### config.mk
export PLATFORM = sky130hd
export DESIGN_NAME = gpio_multi
export DESIGN_NICKNAME = d
export VERILOG_FILES = /design/src/rtl/gpio_multi.sv
export SDC_FILE = /design/constraint.sdc
export NUM_CORES = 1
export LEC_CHECK = 0
export CAP_MARGIN = 20
export CORE_ASPECT_RATIO = 1.2
export CORE_MARGIN = 3
export CORE_UTILIZATION = 56
export CTS_BUF_LIST = sky130_fd_sc_hd__clkbuf_16
export CTS_CLUSTER_DIAMETER = 50
export DETAILED_ROUTE_END_ITERATION = 12
export HOLD_SLACK_MARGIN = 0.1
export PLACE_DENSITY = 0.83
export REMOVE_ABC_BUFFERS = 1
export SYNTH_ARGS = -nofsm -noshare
export SYNTH_HDL_FRONTEND = slang
export SYNTH_SLANG_ARGS = --single-unit
### constraint.sdc
create_clock -name clk -period 4.3 [get_ports clk]
set_input_delay 0.86 -clock clk [delete_from_list [all_inputs] [get_ports clk]]
set_output_delay 0.86 -clock clk [all_outputs]
set_load 0.02 [all_outputs]
### src/rtl/gpio_multi.sv
`default_nettype none
`timescale 1ns/1ps
// ============================================================================
// gpio_multi : NUM_PORTS x PORT_WIDTH GPIO controller behind one bus slave.
// Optional input debouncing when GPIO_DEBOUNCE_EN is defined.  Rev 1.0
// ============================================================================
module gpio_multi #(
   parameter int NUM_PORTS       = 3,
   parameter int PORT_WIDTH      = 8,
   parameter int SYNC_STAGES     = 2,
   parameter int DEBOUNCE_CYCLES = 16
) (
   input  logic                             clk,
   input  logic                             rst,
   input  logic                             sel_i,
   input  logic                             req_i,
   input  logic                             we_i,
   input  logic [7:0]                       addr_i,
   input  logic [31:0]                      wdata_i,
   output logic [31:0]                      rdata_o,
   output logic                             ack_o,
   output logic                             irq_o,
   input  logic [NUM_PORTS*PORT_WIDTH-1:0]  gpio_i,
   output logic [NUM_PORTS*PORT_WIDTH-1:0]  gpio_o,
   output logic [NUM_PORTS*PORT_WIDTH-1:0]  gpio_oe_o
);

   localparam int C_TOTAL = NUM_PORTS * PORT_WIDTH;

   localparam logic [2:0] C_REG_DIR    = 3'd0;
   localparam logic [2:0] C_REG_DOUT   = 3'd1;
   localparam logic [2:0] C_REG_DIN    = 3'd2;
   localparam logic [2:0] C_REG_IEN    = 3'd3;
   localparam logic [2:0] C_REG_IRISE  = 3'd4;
   localparam logic [2:0] C_REG_IFALL  = 3'd5;
   localparam logic [2:0] C_REG_STATUS = 3'd6;

   logic                  w_accept;
   logic                  w_wr;
   logic [2:0]            w_port;
   logic [2:0]            w_reg;
   logic                  w_unused;

   logic [C_TOTAL-1:0]    r_sync [SYNC_STAGES];
   logic [C_TOTAL-1:0]    w_sync_out;
   logic [C_TOTAL-1:0]    w_in_val;
   logic [C_TOTAL-1:0]    r_hist;
   logic [C_TOTAL-1:0]    w_rise;
   logic [C_TOTAL-1:0]    w_fall;

   logic [C_TOTAL-1:0]    w_dir_all;
   logic [C_TOTAL-1:0]    w_dout_all;
   logic [C_TOTAL-1:0]    w_ien_all;
   logic [C_TOTAL-1:0]    w_irise_all;
   logic [C_TOTAL-1:0]    w_ifall_all;
   logic [C_TOTAL-1:0]    w_stat_all;

   logic [PORT_WIDTH-1:0] w_rd_val;
   logic [31:0]           w_rd32;

   assign w_accept = sel_i & req_i;
   assign w_wr     = w_accept & we_i;
   assign w_port   = addr_i[7:5];
   assign w_reg    = addr_i[4:2];
   assign w_unused = ^{addr_i[1:0], wdata_i};

   always_ff @(posedge clk) begin
      if (rst) begin
         for (int s = 0; s < SYNC_STAGES; s++) r_sync[s] <= '0;
         r_hist <= '0;
      end else begin
         r_sync[0] <= gpio_i;
         for (int s = 1; s < SYNC_STAGES; s++) r_sync[s] <= r_sync[s-1];
         r_hist <= w_in_val;
      end
   end

   assign w_sync_out = r_sync[SYNC_STAGES-1];

`ifdef GPIO_DEBOUNCE_EN
   localparam int                 C_CNT_W    = $clog2(DEBOUNCE_CYCLES + 1);
   localparam logic [C_CNT_W-1:0] C_CNT_LAST = C_CNT_W'(DEBOUNCE_CYCLES - 1);

   // Counter tracks consecutive cycles the synchroniser disagrees with the filtered value.
   for (genvar i = 0; i < C_TOTAL; i++) begin : g_deb
      logic [C_CNT_W-1:0] r_cnt;
      logic               r_deb;
      always_ff @(posedge clk) begin
         if (rst) begin
            r_cnt <= '0;
            r_deb <= 1'b0;
         end else if (w_sync_out[i] == r_deb) begin
            r_cnt <= '0;
         end else if (r_cnt == C_CNT_LAST) begin
            r_cnt <= '0;
            r_deb <= w_sync_out[i];
         end else begin
            r_cnt <= r_cnt + 1'b1;
         end
      end
      assign w_in_val[i] = r_deb;
   end
`else
   assign w_in_val = w_sync_out;
`endif

   assign w_rise = w_in_val & ~r_hist;
   assign w_fall = ~w_in_val & r_hist;

   for (genvar p = 0; p < NUM_PORTS; p++) begin : g_port
      logic                  w_hit;
      logic [PORT_WIDTH-1:0] w_set;
      logic [PORT_WIDTH-1:0] w_clr;
      logic [PORT_WIDTH-1:0] r_dir, r_dout, r_ien, r_irise, r_ifall, r_stat;

      assign w_hit = w_wr && (w_port == 3'(p));
      assign w_set = (w_rise[p*PORT_WIDTH +: PORT_WIDTH] & r_irise)
                   | (w_fall[p*PORT_WIDTH +: PORT_WIDTH] & r_ifall);
      assign w_clr = (w_hit && w_reg == C_REG_STATUS) ? wdata_i[PORT_WIDTH-1:0] : '0;

      always_ff @(posedge clk) begin
         if (rst) begin
            r_dir   <= '0;
            r_dout  <= '0;
            r_ien   <= '0;
            r_irise <= '0;
            r_ifall <= '0;
            r_stat  <= '0;
         end else begin
            if (w_hit) begin
               case (w_reg)
                  C_REG_DIR:   r_dir   <= wdata_i[PORT_WIDTH-1:0];
                  C_REG_DOUT:  r_dout  <= wdata_i[PORT_WIDTH-1:0];
                  C_REG_IEN:   r_ien   <= wdata_i[PORT_WIDTH-1:0];
                  C_REG_IRISE: r_irise <= wdata_i[PORT_WIDTH-1:0];
                  C_REG_IFALL: r_ifall <= wdata_i[PORT_WIDTH-1:0];
                  default: ;
               endcase
            end
            // Set is OR-ed after the clear so a coincident edge wins.
            r_stat <= (r_stat & ~w_clr) | w_set;
         end
      end

      assign w_dir_all  [p*PORT_WIDTH +: PORT_WIDTH] = r_dir;
      assign w_dout_all [p*PORT_WIDTH +: PORT_WIDTH] = r_dout;
      assign w_ien_all  [p*PORT_WIDTH +: PORT_WIDTH] = r_ien;
      assign w_irise_all[p*PORT_WIDTH +: PORT_WIDTH] = r_irise;
      assign w_ifall_all[p*PORT_WIDTH +: PORT_WIDTH] = r_ifall;
      assign w_stat_all [p*PORT_WIDTH +: PORT_WIDTH] = r_stat;
   end

   // Ports beyond NUM_PORTS never match and therefore read as zero.
   always_comb begin
      w_rd_val = '0;
      for (int p = 0; p < NUM_PORTS; p++) begin
         if (w_port == 3'(p)) begin
            case (w_reg)
               C_REG_DIR:    w_rd_val = w_dir_all  [p*PORT_WIDTH +: PORT_WIDTH];
               C_REG_DOUT:   w_rd_val = w_dout_all [p*PORT_WIDTH +: PORT_WIDTH];
               C_REG_DIN:    w_rd_val = w_in_val   [p*PORT_WIDTH +: PORT_WIDTH];
               C_REG_IEN:    w_rd_val = w_ien_all  [p*PORT_WIDTH +: PORT_WIDTH];
               C_REG_IRISE:  w_rd_val = w_irise_all[p*PORT_WIDTH +: PORT_WIDTH];
               C_REG_IFALL:  w_rd_val = w_ifall_all[p*PORT_WIDTH +: PORT_WIDTH];
               C_REG_STATUS: w_rd_val = w_stat_all [p*PORT_WIDTH +: PORT_WIDTH];
               default:      w_rd_val = '0;
            endcase
         end
      end
      w_rd32                   = '0;
      w_rd32[PORT_WIDTH-1:0]   = w_rd_val;
   end

   always_ff @(posedge clk) begin
      if (rst) begin
         ack_o   <= 1'b0;
         rdata_o <= '0;
         irq_o   <= 1'b0;
      end else begin
         ack_o   <= w_accept;
         rdata_o <= (w_accept && !we_i) ? w_rd32 : 32'h0;
         irq_o   <= |(w_stat_all & w_ien_all);
      end
   end

   assign gpio_o    = w_dout_all;
   assign gpio_oe_o = w_dir_all;

endmodule
`default_nettype wire

==> out/qor.txt <==
H-Tree Depth: 1
vias in the first global route: 7605
Hold Crit Class: reg2reg
n_diodes: 0
final design area excluding fillers: 11300 µm²
Final Max Slew Viols: 0
detailed-router iteration count before antenna repair: 8
delay-heaviest family, CP: simple AND/OR/NAND/NOR gates
Die X: 126 µm
CTS max path bufs: 3
top-area cell type share of the netlist area: 47.0%
Max Fclk: 339 MHz
synthesis-to-layout area growth: 17.6%
critical path class: in2reg
worst-skew pair later-pin latency: 0.51 ns
Worst Path Required: 4.67 ns
EDFF count, synth: 0
first-pass GRT wire length: 41.8 mm
vias per inst: 6.13
initial core utilization: 58.3%
Boundary Pins: 151
adder-cell share of the synthesized area: 0%
cts bufs inserted: 24
number of synthesized register bits: 226
CP startpoint kind: input port
endpoints failing setup: 0
synth top area cells: dfxtp_1, mux2i_1, nor2b_1, mux2_2, nand3b_1
area of the mapped netlist: 9630 µm²
Ys Warns: 0
CP arrival: 3.32 ns
post-synthesis compound-gate area fraction: 12.9%
Overall Global Routing Usage: 27.4%
Cell Area, Placed: 10600 µm²
cell with the most instances after synthesis: dfxtp_1
# nets final: 1158
fin crit share: 68.5%
register area share after synthesis: 47.0%
Mean Syn Cell Area: 9.49 µm²
Pwr Density: 378 nW/µm²
post-synth top area cell: dfxtp_1
post-DR wirelength/cell: 20.2 µm
Buf/Inv on CP: 1
Die ar.: 18800 µm²
ys flop type: dfxtp_1
I/O Buffers: 100
VDD IR max: 349 µV
TritonCTS Sinks: 226
slew margin rel.: 39.8%
simple-gate portion of the synthesized area: 20.1%
Synth async-reset ratio: 0%
Initial DRC Count: 985
most frequent cells after synthesis: dfxtp_1, nor2_1, mux2i_1
WL final: 26.6 mm
postcts setup bufs: 0
RSZ-0062 raised after global routing: false
initial antenna violation count: 0
main combinational cell family by area after synthesis: simple AND/OR/NAND/NOR gates
Root Driver: clkbuf_16
clk slew on worst S/H paths: 0.05 ns
Largest stage delay, worst path: 0.64 ns
status: finished, final reports clean
CP max-delay cell: and3_1
Synth Area in XOR/XNOR: 0%
gr ovfl total: 0
Worst-Margin Slew: 0.900 ns
Cell Chain, Critical Path: clkdlybuf4s50_1 > nand4b_4 > nor2_1 > and3_1 > mux2i_1 > nor2_1
Final ANT Viol Nets: 0
largest fanout on the critical path: 9
Max-Cap Viols: 0
Core Box Area: 16500 µm²
Worst setup EP type: flop
final setup TNS: 0 ns
DP HPWL: 17.7 mm
Unique masters post-synth: 43
GP Congestion: 0.940
Leak: 4.25 nW
site row count: 51
layout cells sized above 1: 10.6%
clock skew: 0.00826 ns
Cells after Synth: 1015
Post-CTS Resized: 0
mux cell area share after synthesis: 13.7%
Die Height: 150 µm
CTS tree: yes
CP most frequent cell: nor2_1
Via Count: 8067
largest net degree at the start of global routing: 123
fin crit period: 2.95 ns
final hold violations: 0
Residual DRC: 0
post-cts hold buffer count: 0
-- sequential cells by signal, summed over array words and instances (netlist names) --
signal	cells
r_sync	48
g_port.r_dir	24
g_port.r_dout	24
g_port.r_ien	24
g_port.r_ifall	24
g_port.r_irise	24
g_port.r_stat	24
r_hist	24
rdata_o	8
ack_o	1
irq_o	1
-- routing by layer --
layer / global-route usage, % / vias up / routed length, µm
met4: 11.3 / 0 / 1120
met1: 36.4 / 3818 / 10600
met5: 0 / - / 0
li1: - / 3706 / -
met3: 4.28 / 86 / 2440
met2: 44.7 / 457 / 12400
-- cell families (layout without fill, tap and decap cells) --
logic type | count (synthesis) | after routing
simple gates | 361 | 361
buf+inv | 110 | 175
flops | 226 | 226
other cells | 1 | 24
compound gates | 194 | 194
mux | 123 | 123
-- per-stage QoR --
stage	setup slack (ns)	instances	total power (W)	hold slack (ns)	utilization [%]
4_1_cts	1.46	1315	0.00430	0.434	68.5
3_5_place_dp	0.925	1275	0.00245	0.420	64.3
6_report	1.35	1315	0.00428	0.431	68.5
2_1_floorplan	1.63	937	0.00228	0.414	-
5_1_grt	1.31	1315	0.00440	0.450	68.5
3_3_place_gp	0.957	1275	0.00245	0.418	64.3
-- cells in the final DEF (no fill, tap or decap), types with 13 or more instances in the layout --
master and n:
conb_1 24, a31oi_1 25, clkdlybuf4s50_1 97, a221oi_1 16
mux2i_1 82, clkbuf_16 25, o21ai_0 25, nor2b_1 77
inv_1 13, mux2_2 38, buf_4 25, nor2_1 86
nand3_1 51, nand3b_1 48, dfxtp_1 226, a21oi_1 64
a22oi_1 44, nand2_1 63
-- worst paths after layout --
path / start / to / slack (ns) / cells after the start
max: addr_i[7] / g_port[1].r_ifall[5] / 1.35 / 6
min: r_sync[0][10] / r_sync[0][34] / 0.43 / 1
max reg2reg: r_sync[0][24] / rdata_o[0] / 2.46 / 5
min reg2reg: r_sync[0][10] / r_sync[0][34] / 0.43 / 1
-- area by class of cell --
cell class,instances,area (µm²)
repair buffers,126,1200
well taps,212,265
multi-input cells,702,4600
flip-flops and latches,226,4520
clock buffers,25,626
fillers,1287,5200
clock inverters,15,80.1
inverters,9,33.8
-- power breakdown --
part / total (W) / internal (W) / switching [W]
logic: 0.000277 / 0.0000966 / 0.000180
registers: 0.00214 / 0.00212 / 0.0000158
clock network: 0.00186 / 0.00105 / 0.000812
No activity file was read; power rests on OpenSTA's default activity.
